`config.mk`:
```
export PLATFORM = sky130hd
export DESIGN_NAME = ifu_fetch_stage
export DESIGN_NICKNAME = d
export VERILOG_FILES = /design/src/rtl/ifu_fetch_stage.sv
export SDC_FILE = /design/constraint.sdc
export NUM_CORES = 1
export LEC_CHECK = 0
export BUFFER_PORTS_ARGS = -buffer_cell sky130_fd_sc_hd__buf_2
export CORE_UTILIZATION = 44
export DETAILED_ROUTE_END_ITERATION = 6
export HOLD_SLACK_MARGIN = 0.03
export PLACE_DENSITY = 0.82
export SETUP_SLACK_MARGIN = 0.1
export SLEW_MARGIN = 20
export SYNTH_ARGS = -nofsm -noshare
export SYNTH_HDL_FRONTEND = slang
export SYNTH_SLANG_ARGS = --single-unit
```
`constraint.sdc`:
```
create_clock -name clk -period 2.18 [get_ports clk]
set_clock_uncertainty 0.2 [all_clocks]
set_input_delay 0.218 -clock clk [delete_from_list [all_inputs] [get_ports clk]]
set_output_delay 0.218 -clock clk [all_outputs]
set_load 0.005 [all_outputs]
```
`src/rtl/ifu_fetch_stage.sv`:
```
// ----------------------------------------------------------------------------
// ifu_fetch_stage
//
// Single-outstanding instruction fetch stage. It owns the PC and issues one
// request at a time on a valid/ready instruction-memory port. It captures the
// returned word into an instruction register and presents that word to decode
// with a valid/ready handshake.
//
// A redirect from execute is accepted in every state and always takes
// priority. A request already sent for the old path is marked stale with the
// kill flag, and its response is dropped when it arrives.
//
// Ports
//   clk              core clock, all state changes on the rising edge
//   rst              synchronous active-high reset
//   imem_req_valid   fetch request valid (from state only, gated by rst)
//   imem_req_ready   memory accepts the request this cycle
//   imem_req_addr    fetch address (current PC)
//   imem_rsp_valid   response word valid (never back-pressured)
//   imem_rsp_data    returned instruction word
//   inst_valid       instruction register holds a word for decode
//   inst_ready       decode consumes the word this cycle
//   inst             instruction register
//   inst_pc          PC of inst
//   opcode           inst[6:0], consumed by the immediate-type decoder
//   redirect_valid   control-flow redirect from execute
//   redirect_pc      redirect target, low two bits cleared on load
// ----------------------------------------------------------------------------
module ifu_fetch_stage #(
    parameter logic [31:0] RESET_PC = 32'h8000_0000
) (
    input  logic        clk,
    input  logic        rst,
    output logic        imem_req_valid,
    input  logic        imem_req_ready,
    output logic [31:0] imem_req_addr,
    input  logic        imem_rsp_valid,
    input  logic [31:0] imem_rsp_data,
    output logic        inst_valid,
    input  logic        inst_ready,
    output logic [31:0] inst,
    output logic [31:0] inst_pc,
    output logic [6:0]  opcode,
    input  logic        redirect_valid,
    input  logic [31:0] redirect_pc
);

    // addi x0, x0, 0 : the value the instruction register holds out of reset
    localparam logic [31:0] NOP_INST = 32'h0000_0013;

    typedef enum logic [1:0] {
        S_REQ  = 2'd0,
        S_WAIT = 2'd1,
        S_HOLD = 2'd2
    } state_t;

    state_t      state_r;
    logic [31:0] pc_r;
    logic [31:0] inst_r;
    logic [31:0] inst_pc_r;
    logic        kill_r;

    // Redirect targets are word aligned; any stray low bits are dropped.
    function automatic logic [31:0] align_pc(input logic [31:0] target);
        align_pc = {target[31:2], 2'b00};
    endfunction

    // Sequential PC; the 32-bit add wraps naturally at the top of memory.
    function automatic logic [31:0] next_seq_pc(input logic [31:0] cur);
        next_seq_pc = cur + 32'd4;
    endfunction

    // Fetch state machine: PC, kill flag and instruction register.
    always_ff @(posedge clk) begin
        if (rst) begin
            state_r   <= S_REQ;
            pc_r      <= RESET_PC;
            kill_r    <= 1'b0;
            inst_r    <= NOP_INST;
            inst_pc_r <= 32'h0000_0000;
        end else begin
            case (state_r)
                S_REQ: begin
                    if (imem_req_ready) begin
                        state_r <= S_WAIT;
                        if (redirect_valid) begin
                            // The request has already left with the old
                            // address, so its response must be thrown away.
                            pc_r   <= align_pc(redirect_pc);
                            kill_r <= 1'b1;
                        end
                    end else if (redirect_valid) begin
                        // Nothing issued yet: just retarget the request.
                        pc_r <= align_pc(redirect_pc);
                    end
                end
                S_WAIT: begin
                    if (imem_rsp_valid) begin
                        if (kill_r || redirect_valid) begin
                            // Stale or wrong-path word: drop it and refetch.
                            kill_r  <= 1'b0;
                            state_r <= S_REQ;
                            if (redirect_valid) begin
                                pc_r <= align_pc(redirect_pc);
                            end
                        end else begin
                            inst_r    <= imem_rsp_data;
                            inst_pc_r <= pc_r;
                            state_r   <= S_HOLD;
                        end
                    end else if (redirect_valid) begin
                        // Response still pending for the old path.
                        pc_r   <= align_pc(redirect_pc);
                        kill_r <= 1'b1;
                    end
                end
                S_HOLD: begin
                    if (redirect_valid) begin
                        // Redirect beats a same-cycle decode handshake.
                        pc_r    <= align_pc(redirect_pc);
                        state_r <= S_REQ;
                    end else if (inst_ready) begin
                        pc_r    <= next_seq_pc(pc_r);
                        state_r <= S_REQ;
                    end
                end
                default: begin
                    state_r <= S_REQ;
                    kill_r  <= 1'b0;
                end
            endcase
        end
    end

    // Request valid comes from state only; rst masks it during the reset cycle.
    assign imem_req_valid = (state_r == S_REQ) && !rst;
    assign imem_req_addr  = pc_r;
    assign inst_valid     = (state_r == S_HOLD);
    assign inst           = inst_r;
    assign inst_pc        = inst_pc_r;
    assign opcode         = inst_r[6:0];

endmodule
```
==> qor.txt <==
Run status: complete, no violations
CP Launch Type: flip-flop
CTS root buf: clkbuf_8
Total GRT Usage: 27.3%
GP Congestion: 0.887
Clk buf depth: 2
Worst Path Max Fanout: 8
Biggest area consumer among synthesized cells: dfxtp_1
Placed cells: 870
Synthesized area: 4370 um^2
Die Area: 10300 um^2
Worst vdd ir: 403 uV
Top-count cell post-synth: nand2_1
I/O pins: 175
Maxcap violations: 0
Initial Util: 46.4%
Seq/Total Area, Yosys: 43.6%
CTS H-tree depth: 3
Fin Setup TNS: 0 ps
Ant diodes: 0
Layout area overhead: 43.4%
Die Ht: 102 um
Latest clock arrival within the worst-skew pair: 360 ps
Synth Warn #: 0
Gr ovfl total: 0
Initial antenna violation count: 0
WP data required: 2220 ps
Max-slew violations: 0
Max transition margin: 59.7%
Fmax: 493 MHz
Top FF cell, synth: dfxtp_1
Non-filler cells, final: 941
Synth Instances: 580
Number of port buffers: 168
DRT Pass-1 Iters: 5
Yosys cell types: 56
Period Utilization, post-route: 93.0%
Core area: 9420 um^2
Synth top area share: 43.6%
CP Capture Type: flip-flop
Mean post-synth cell area: 7.53 um^2
Clk slew on worst S/H paths: 100 ps
Final hold violation count: 0
Post-route ant nets: 0
TritonCTS Buffers: 9
Post-synth ARST share: 0%
RSZ-0062 raised after global routing: true
# DRC: 0
Fin nets: 878
Synth area leaders: dfxtp_1, nand2_1, a21oi_1
Commonest cells post-synth: nand2_1, dfxtp_1, a21oi_1
Setup violators final: 0
Pleak: 2.75 nW
First-pass GRT wire length: 22400 um
Least-Margin Pin Slew: 604 ps
Drt wl/cell: 15.4 um
Hold Path Class: input port to flip-flop
CP Class: flip-flop to flip-flop
TritonCTS clock tree: done
Dpl hpwl: 9530 um
Vias per cell: 5.45
Clock net sink count: 95
Minimum clock period: 2030 ps
Layout cells sized above 1: 30.3%
Final wirelength: 14400 um
PwrDens: 558 nW/um^2
Routed via count: 5127
CP arrival: 2060 ps
Seq cells post-synth: 95
Post-synth EDFFs: 0
DRT iter0 DRCs: 405
Largest net degree at the start of global routing: 55
Die X: 102 um
Number of global-route vias before repair: 4923
Num rows: 35
## per-layer routing
metal / global-route usage (%) / part of all wire, %
met2: 46.8 / 50
met4: 13.9 / 3.5
met5: 0 / 0
met1: 32.6 / 40
met3: 4.83 / 6.5
## cells in the final DEF, fill, tap and decap left out, drive strengths merged, types with 6 or more instances in the layout
cell type    count
nand3           17
nand4           10
a21o             6
a31oi            7
clkbuf          10
inv              6
o22ai            7
mux2i            6
nand2          164
dlygate4sd3     54
and2             6
o21ai           20
nor4            10
buf            212
nor3            11
a21oi           81
nor2            28
dfxtp           95
## layout make-up
cell class / count / area (um^2)
inverters: 5 / 18.8
repair buffers: 266 / 1720
well taps: 129 / 161
clock inverters: 6 / 52.6
fillers: 767 / 3160
flip-flops and latches: 95 / 1900
clock buffers: 10 / 138
multi-input cells: 430 / 2260
## path summary, 6_finish.rpt
kind,from,to,slack (ps),cells past startpoint
setup / recovery,imem_req_addr[8]$_SDFFE_PP0P_,imem_req_addr[29]$_SDFFE_PP0P_,150,5
hold / removal,redirect_pc[6],imem_req_addr[6]$_SDFFE_PP0P_,40,5
setup reg to reg,imem_req_addr[8]$_SDFFE_PP0P_,imem_req_addr[29]$_SDFFE_PP0P_,150,5
hold reg to reg,inst[19]$_SDFFE_PP0P_,inst[19]$_SDFFE_PP0P_,260,2
## timing repair
action | 4_1_cts | 5_1_grt
buffers inserted | 0 | 1
resized for setup | 0 | 8
hold buffers | 54 | 0
hold endpoints to repair | 54 | 0
endpoints found under the setup margin | 0 | 54
## power breakdown
| part | leakage [nW] | total (W) | switching (W) | internal, W |
|---|---|---|---|---|
| combinational | 1.88 | 0.000508 | 0.000252 | 0.000256 |
| clock | 0.0910 | 0.00113 | 0.000671 | 0.000463 |
| sequential | 0.774 | 0.00185 | 0.0000569 | 0.00179 |
## sequential cells by signal, indices dropped and copies added (netlist names)
name	flops
inst_pc	30
state_r	2
kill_r	1
inst	32
imem_req_addr	30
## worst max-delay path, cell delays in order, from the launching register on
cell     delay, ps
dfxtp_1        390
nand3_1        240
or2_2          470
nor4_4         310
mux2i_1        210
o22ai_1         80
## stage by stage
step | utilization [%] | power [W] | area [um^2] | hold slack, ps | setup WS, ps
after detailed placement | 58.2 | 0.00231 | 5480 | 240 | 160
after global routing | 66.5 | 0.00364 | 6260 | 62.2 | 13.4
after floorplan | - | 0.00209 | 4380 | 142 | 133
final | 66.5 | 0.00349 | 6260 | 40.6 | 153
after global placement | 58.2 | 0.00229 | 5480 | 239 | 194
after CTS | 65.9 | 0.00350 | 6210 | 36.8 | 125
## cells by family (layout without fill, tap and decap cells)
| kind of cell | count (synthesis) | in the layout | share of synthesized area [%] |
|---|---|---|---|
| DFF | 95 | 95 | 43.6 |
| buffers and inverters | 58 | 287 | 6.05 |
| other | 1 | 4 | 0.0859 |
| and+or+nand+nor | 269 | 269 | 28.3 |
| muxes | 7 | 7 | 1.63 |
| adders and majority gates | 1 | 1 | 0.287 |
| AOI/OAI and AO/OA | 149 | 149 | 20.1 |
Power figures use the tool's default switching activity.
